[src/rtl/wide_add_seq.sv]
// Multi-cycle WIDTH-bit adder: one 4-bit ripple slice of full_adder cells is
// time-multiplexed across WIDTH/4 nibbles, with a registered carry between them.

module full_adder (
   input  logic a,
   input  logic b,
   input  logic c,
   output logic cout,
   output logic s
);
   assign s    = a ^ b ^ c;
   assign cout = (a & b) | (c & (a ^ b));
endmodule

module wide_add_seq #(
   parameter int unsigned WIDTH = 16
) (
   input  logic             clk,
   input  logic             rst,
   input  logic             start,
   input  logic [WIDTH-1:0] a,
   input  logic [WIDTH-1:0] b,
   input  logic             cin,
   output logic             ready,
   output logic             busy,
   output logic             done,
   output logic [WIDTH-1:0] sum,
   output logic             cout
);
   localparam int unsigned NSLICE = WIDTH / 4;
   localparam int unsigned IW     = (NSLICE > 1) ? $clog2(NSLICE) : 1;

   typedef enum logic [1:0] {
      IDLE = 2'd0,
      RUN  = 2'd1,
      DONE = 2'd2
   } state_t;

   state_t           state, state_n;
   logic [WIDTH-1:0] a_q, b_q;
   logic             carry_q;
   logic [IW-1:0]    idx;
   logic [3:0]       slice_a, slice_b, slice_s;
   logic [4:0]       chain;
   logic             last;

   // Nibble select by constant part-selects so every index stays in range.
   always_comb begin
      slice_a = '0;
      slice_b = '0;
      for (int unsigned i = 0; i < NSLICE; i++) begin
         if (idx == IW'(i)) begin
            slice_a = a_q[4*i +: 4];
            slice_b = b_q[4*i +: 4];
         end
      end
   end

   assign chain[0] = carry_q;

   for (genvar g = 0; g < 4; g++) begin : g_fa
      full_adder u_fa (
         .a   (slice_a[g]),
         .b   (slice_b[g]),
         .c   (chain[g]),
         .cout(chain[g+1]),
         .s   (slice_s[g])
      );
   end

   assign last = (idx == IW'(NSLICE - 1));

   always_ff @(posedge clk) begin
      if (rst) state <= IDLE;
      else     state <= state_n;
   end

   always_comb begin
      state_n = state;
      unique case (state)
         IDLE:    if (start) state_n = RUN;
         RUN:     if (last)  state_n = DONE;
         DONE:    state_n = IDLE;
         default: state_n = IDLE;
      endcase
   end

   always_ff @(posedge clk) begin
      if (rst) begin
         a_q     <= '0;
         b_q     <= '0;
         carry_q <= 1'b0;
         idx     <= '0;
         sum     <= '0;
         cout    <= 1'b0;
      end else begin
         unique case (state)
            IDLE: begin
               if (start) begin
                  a_q     <= a;
                  b_q     <= b;
                  carry_q <= cin;
                  idx     <= '0;
               end
            end
            RUN: begin
               carry_q <= chain[4];
               for (int unsigned i = 0; i < NSLICE; i++) begin
                  if (idx == IW'(i)) sum[4*i +: 4] <= slice_s;
               end
               if (last) cout <= chain[4];
               else      idx  <= idx + IW'(1);
            end
            default: ;
         endcase
      end
   end

   assign ready = (state == IDLE);
   assign busy  = (state == RUN);
   assign done  = (state == DONE);

endmodule

[config.mk]
export PLATFORM = sky130hd
export DESIGN_NAME = wide_add_seq
export DESIGN_NICKNAME = d
export VERILOG_FILES = /design/src/rtl/wide_add_seq.sv
export SDC_FILE = /design/constraint.sdc
export NUM_CORES = 1
export LEC_CHECK = 0
export ABC_AREA = 1
export CAP_MARGIN = 20
export CORE_MARGIN = 4
export CORE_UTILIZATION = 35
export CTS_BUF_LIST = sky130_fd_sc_hd__clkbuf_4 sky130_fd_sc_hd__clkbuf_8
export DETAILED_ROUTE_END_ITERATION = 10
export GPL_TIMING_DRIVEN = 0
export PLACE_DENSITY = 0.66
export SLEW_MARGIN = 20
export SYNTH_ARGS = -nofsm -noshare
export SYNTH_HDL_FRONTEND = slang
export SYNTH_SLANG_ARGS = --single-unit
export TNS_END_PERCENT = 5
[constraint.sdc]
create_clock -name clk -period 5.5 [get_ports clk]
set_input_delay 0.55 -clock clk [delete_from_list [all_inputs] [get_ports clk]]
set_output_delay 0.55 -clock clk [all_outputs]
set_load 0.03 [all_outputs]
==> impl_metrics.env <==
export IMPL_syn_inst=335
export IMPL_drv_cap=0
export IMPL_max_vdd_ir_drop_mv=0.112
export IMPL_dp_worst_setup_slack_ns=2.13
export IMPL_most_common_layout_cells="nor2_1, clkdlybuf4s50_1, dfxtp_1, nand2_1, o21ai_0"
export IMPL_antenna_found_initial=0
export IMPL_placed_area_um2=3080
export IMPL_firstDrtPassIters=4
export IMPL_worstHoldPathType="flop to flop"
export IMPL_hold_viol_final=0
export IMPL_insertedDiodeCount=0
export IMPL_cp_arrival_ns=3.66
export IMPL_utilization_pct=47.1
export IMPL_viasPerCell=4.74
export IMPL_cp_top_family="adder cells"
export IMPL_wl_per_cell_um=12.1
export IMPL_slew_viol_final=0
export IMPL_max_slew_margin_rel_pct=67.5
export IMPL_cts_sinks=54
export IMPL_fmax_mhz=293
export IMPL_ctsHoldBuffers=0
export IMPL_setup_tns_ns=0
export IMPL_tightest_slew_ns=0.488
export IMPL_path_cells="ha_1 -> clkbuf_1 -> nor2_1 -> nand2_1 -> nand2_1 -> fa_1 -> fa_1 -> fa_1 -> fa_1 -> nor2_1 -> nor2_1"
export IMPL_crit_path_start_kind="flop"
export IMPL_ant_nets=0
export IMPL_mostFrequentLayoutCell="nor2_1"
export IMPL_track_usage_pct=13.9
export IMPL_die_height_um=91.3
export IMPL_start_util_pct=36.0
export IMPL_h_tree_depth=2
export IMPL_num_vias=2266
export IMPL_io_buffers=55
export IMPL_hold_worst_slack_ns=0.491
export IMPL_p_leak_nw=1.38
export IMPL_fin_nets=441
export IMPL_cellPowerDensity_nw_per_um2=278
export IMPL_setup_ws_ns=2.09
export IMPL_endpoint_kind="flop"
export IMPL_cp_buffers_inverters=1
export IMPL_synthTopCellsByArea="dfxtp_1, nor2_1, o21ai_0"
export IMPL_num_rows=30
export IMPL_first_iter_violations=92
export IMPL_synth_top_cell_by_area="dfxtp_1"
export IMPL_cp_slowest_stage_delay_ns=0.60
export IMPL_fin_crit_sh_pct=62.0
export IMPL_final_layout_size_suffix_gt1_share_pct=6.28
export IMPL_area_growth_pct=30.8
export IMPL_gr_total_overflow=0
export IMPL_cts_resized=0
export IMPL_cts_tree="built"
export IMPL_grt_pass1_wl_mm=9.47
export IMPL_grt_max_degree=18
export IMPL_critPathMostFrequentCell="fa_1"
export IMPL_stdcell_area_um2=3180
export IMPL_dp_hpwl_mm=4.45
export IMPL_post_cts_buffers=0
export IMPL_ctsLongestPathBuffers=2
export IMPL_root_buffer="clkbuf_8"
export IMPL_io_pins=56
export IMPL_fin_skew_ns=0.00574
export IMPL_avgSynthCellArea_um2=7.26
export IMPL_place_congestion=0.823
export IMPL_core_region_area_um2=6760
export IMPL_grt_pass1_vias=2069
export IMPL_outcome="complete, no violations"
export IMPL_clkTransAtPathRegs_ns=0.10
export IMPL_ys_seq_area_share_pct=44.5
export IMPL_drc=0
export IMPL_insertion_delay_ns=0.31
export IMPL_rsz0062_at_grt="no"
export IMPL_synthesis_nets=379
export IMPL_die_area_um2=8340
export IMPL_setup_violations=0
export IMPL_cts_buffers=5
export IMPL_crit_required_ns=5.75
export IMPL_ys_seq_elements=54
export IMPL_crit_fanout=10
export IMPL_synth_cell_types=17
export IMPL_synth_top_cell_area_share_pct=44.5
export IMPL_fin_crit_ns=3.41
export IMPL_ys_warn_count=0
export IMPL_critical_path_slowest_cell="fa_1"
export IMPL_die_w_um=91.3
export IMPL_wl_mm=5.80
export IMPL_syn_area_um2=2430
export IMPL_criticalPathCategory="flop to flop"
==> registers in the layout, summed over array words and instances (netlist names) <==
signal and count:
a_q 16, b_q 16, sum 16, idx 2, state 2, carry_q 1, cout 1
==> cell type report <==
class | instances | area [um^2]
buffer | 14 | 100
clock buffer | 6 | 82.6
clock inverter | 2 | 16.3
fill | 725 | 3580
inverter | 21 | 83.8
multi-input combinational | 246 | 1170
sequential | 54 | 1080
tap | 80 | 100
timing repair buffer | 55 | 551
==> where the power goes <==
part           switching [W]  internal, W  total (W)
Combinational       0.000122    0.0000904   0.000212
Sequential         0.0000160     0.000419   0.000435
Clock               0.000134     0.000104   0.000238
==> final timing paths <==
check,from,end,slack (ns),depth (start not counted)
worst max-delay path,idx[0],sum[11],2.09,11
worst min-delay path,b_q[0],b_q[0],0.49,2
worst max register to register,idx[0],sum[11],2.09,11
worst min register to register,b_q[0],b_q[0],0.49,2
==> cells in the mapped netlist <==
master / number
clkbuf_1: 6
inv_2: 1
inv_1: 19
dfxtp_1: 54
ha_1: 4
fa_1: 4
o21ai_1: 16
o21ai_0: 34
nand3_1: 8
nand2_4: 2
nand2_1: 37
nor2_1: 122
buf_6: 6
inv_6: 1
nor2_4: 5
buf_2: 2
a21oi_1: 14
==> per-stage QoR <==
stage,power [W],cells
3_3_place_gp,0.000653,470
2_1_floorplan,0.000574,335
3_5_place_dp,0.000657,470
4_1_cts,0.000892,478
6_report,0.000885,478
5_1_grt,0.000930,478
==> worst register-to-register path, cell delays in order (launching register included) <==
cell	delay (ns)
dfxtp_1	0.40
ha_1	0.27
clkbuf_1	0.42
nor2_1	0.10
nand2_1	0.10
nand2_1	0.08
fa_1	0.40
fa_1	0.40
fa_1	0.40
fa_1	0.60
nor2_1	0.07
nor2_1	0.10
==> cells by family after synthesis <==
family	share of synthesized area, %
AOI/OAI and AO/OA	13.2
adders and majority gates	5.35
buffers and inverters	7.57
DFF	44.5
and+or+nand+nor	29.4
==> per-layer routing <==
| metal | vias up | share of wire [%] | global-route usage, % |
|---|---|---|---|
| met5 | - | 0 | 0 |
| li1 | 1173 | - | - |
| met1 | 1018 | 47 | 17.8 |
| met2 | 65 | 46 | 23.7 |
| met3 | 10 | 5.7 | 3.31 |
| met4 | 0 | 1.4 | 3.39 |
Power figures use the tool's default switching activity.
==> patch, RTL diff (same settings) <==
Make the reset (`rst`) asynchronous in 2 clocked blocks.
--- a/src/rtl/wide_add_seq.sv
+++ b/src/rtl/wide_add_seq.sv
@@ -70,7 +70,7 @@
 
    assign last = (idx == IW'(NSLICE - 1));
 
-   always_ff @(posedge clk) begin
+   always_ff @(posedge clk or posedge rst) begin
       if (rst) state <= IDLE;
       else     state <= state_n;
    end
@@ -85,7 +85,7 @@
       endcase
    end
 
-   always_ff @(posedge clk) begin
+   always_ff @(posedge clk or posedge rst) begin
       if (rst) begin
          a_q     <= '0;
          b_q     <= '0;
Formal check against the unedited RTL: differs if rst is asserted again (counterexample within 4 cycles, from zero or initial values and one cycle with rst high); with rst held inactive, the same outputs for 10 cycles.
==> patch against the unedited design <==
Sequential share of layout area is 7.0 points higher. Routed wire length up 4.2%. Critical endpoint is now sum[3]$_DFFE_PP0P_. Sequential cell count stayed put. Via count down 7.6%. Critical path type unchanged. Count of clock-buffer cells in the layout unchanged. First-iteration DRC count grew 64%. Setup slack worse by 0.045 ns. Area after synthesis rose by 3.9%. Cell area up 3.8%.
Power is not compared: it rests on default switching activity, and its combinational part moved more than twofold at a synthesized area within 25%.
==> patch: results (changes against the unedited design) <==
===========================================================================
Result of the run                                              finished, final reports clean
Dominant cells by area after synthesis                         sky130_fd_sc_hd__dfrtp_1 (54%), sky130_fd_sc_hd__nand2_1 (16%), sky130_fd_sc_hd__nand3_1 (6.3%), sky130_fd_sc_hd__a21oi_1 (4.8%), sky130_fd_sc_hd__inv_1 (3.4%)
Violation count after the first detailed-routing iteration              151   +64%
Met3 Usage GRT                                                        3.57%   +0.26 points
Average routed wire per standard cell                               13.2 um   +8.8%
Ranking of synthesized cells by instance count                 sky130_fd_sc_hd__nand2_1 (109), sky130_fd_sc_hd__dfrtp_1 (54), sky130_fd_sc_hd__nand3_1 (32)
Fraction of registers with async set/reset                             100%   +100 points
Worst rel slew slack                                                  65.9%   -1.5 points
Vias in the first global route                                         2106   +1.8%
Hold slack final                                                   0.482 ns   -0.00885 ns
Worst Hold Endpoint                                            a_q[1]$_DFFE_PP0P_
Met1 wire length                                                    2720 um   -0.37%
Most common flop cell mapped by yosys                          sky130_fd_sc_hd__dfrtp_1
Detail Placement HPWL                                               4670 um   +5.0%
Setup skew after layout                                           0.0114 ns   +0.00563 ns
Mean instance size in the synthesized netlist                     8.44 um^2   +16%
Placed Instance Area                                              3210 um^2   +4.0%
Final period util                                                     62.8%   +0.82 points
Slowest cell on the critical path                              sky130_fd_sc_hd__dfrtp_1
Gp weighted congestion                                                0.862   +4.7%
Clock group share of total power                                      10.9%
Post-Place Cells                                                        450   -4.3%
Total global routing track utilization                                14.8%   +0.91 points
Crit path launch                                               idx[0]$_DFFE_PP0P_
Filler instances                                                        727   +0.28%
Number of nets in the synthesized netlist                               343   -9.5%
Maximum cell stage delay along the critical path                    0.45 ns   -0.15 ns
Worst Reg-to-Reg Cells                                                   13   +2
Maximum number of pins on one net before global-route repair             33   +15
Avg Vias per Cell                                                      4.57   -3.6%
Worst Path Arrival                                                  3.63 ns   -0.03 ns
Port Buffers                                                             54   -1.8%
Routed Wire Length                                                  6050 um   +4.2%
Reg2Reg Setup Slack                                                 2.04 ns   -0.05 ns
Share of synthesized area occupied by flip-flops and latches          53.5%   +9.1 points
Detail Route met3 WL                                                 302 um   -9.3%
GRT met2 Usage                                                        24.2%   +0.45 points
Ratio of cells with drive above 1 in the final layout                 7.73%   +1.5 points
Initial antenna violation count                                           0   unchanged
Met1 Usage GRT                                                        19.7%   +1.9 points
Timing endpoint of the critical path                           sum[3]$_DFFE_PP0P_
Distinct cells, synth                                                    15   -2
Multi-input combinational cell area                               1020 um^2   -13%
Final-stage net count                                                   405   -8.2%
Worst flop-to-flop path endpoint                               sum[3]$_DFFE_PP0P_
Wire length of the first global-routing pass                       10200 um   +7.2%
Startpoint of the tightest hold check path                     a_q[1]$_DFFE_PP0P_
===========================================================================
-- patch: changes by cell type after synthesis, moves of 3 or more --
| cell | unedited run | this run |
|---|---|---|
| sky130_fd_sc_hd__o21ai_2 | 0 | 5 |
| sky130_fd_sc_hd__a21oi_1 | 14 | 24 |
| sky130_fd_sc_hd__o21ai_0 | 34 | 14 |
| sky130_fd_sc_hd__nand3_1 | 8 | 32 |
| sky130_fd_sc_hd__o21ai_1 | 16 | 0 |
| sky130_fd_sc_hd__nor2_4 | 5 | 2 |
| sky130_fd_sc_hd__inv_1 | 19 | 23 |
| sky130_fd_sc_hd__dfrtp_1 | 0 | 54 |
| sky130_fd_sc_hd__nor2_1 | 122 | 14 |
| sky130_fd_sc_hd__buf_2 | 2 | 9 |
| sky130_fd_sc_hd__dfxtp_1 | 54 | 0 |
| sky130_fd_sc_hd__nand2_1 | 37 | 109 |
| sky130_fd_sc_hd__clkbuf_1 | 6 | 3 |
| sky130_fd_sc_hd__buf_6 | 6 | 1 |
-- patch: power by group through the flow --
stage,Sequential (uW),Clock [uW],Combinational (uW)
2_1_floorplan,785,0,690
3_3_place_gp,697,0,1170
3_5_place_dp,706,0,1210
4_1_cts,699,235,1210
5_1_grt,722,252,1360
6_report,697,232,1200
-- patch: area by class of cell --
cell class | count | area share [%]
Tap cell | 96 | 3.64
Sequential cell | 54 | 40.9
Timing Repair Buffer | 55 | 17.0
Clock inverter | 2 | 0.379
Buffer | 13 | 2.05
Inverter | 23 | 2.62
Multi-Input combinational cell | 209 | 30.9
Clock buffer | 6 | 2.50
-- patch: logic make-up (layout without fill, tap and decap cells) --
logic type	count (synthesis)	in the layout	share of synthesized area, %
AOI/OAI and AO/OA	43	43	9.27
adders and majority gates	8	8	5.15
buffers and inverters	36	99	6.09
DFF	54	54	53.5
and+or+nand+nor	158	158	26.0
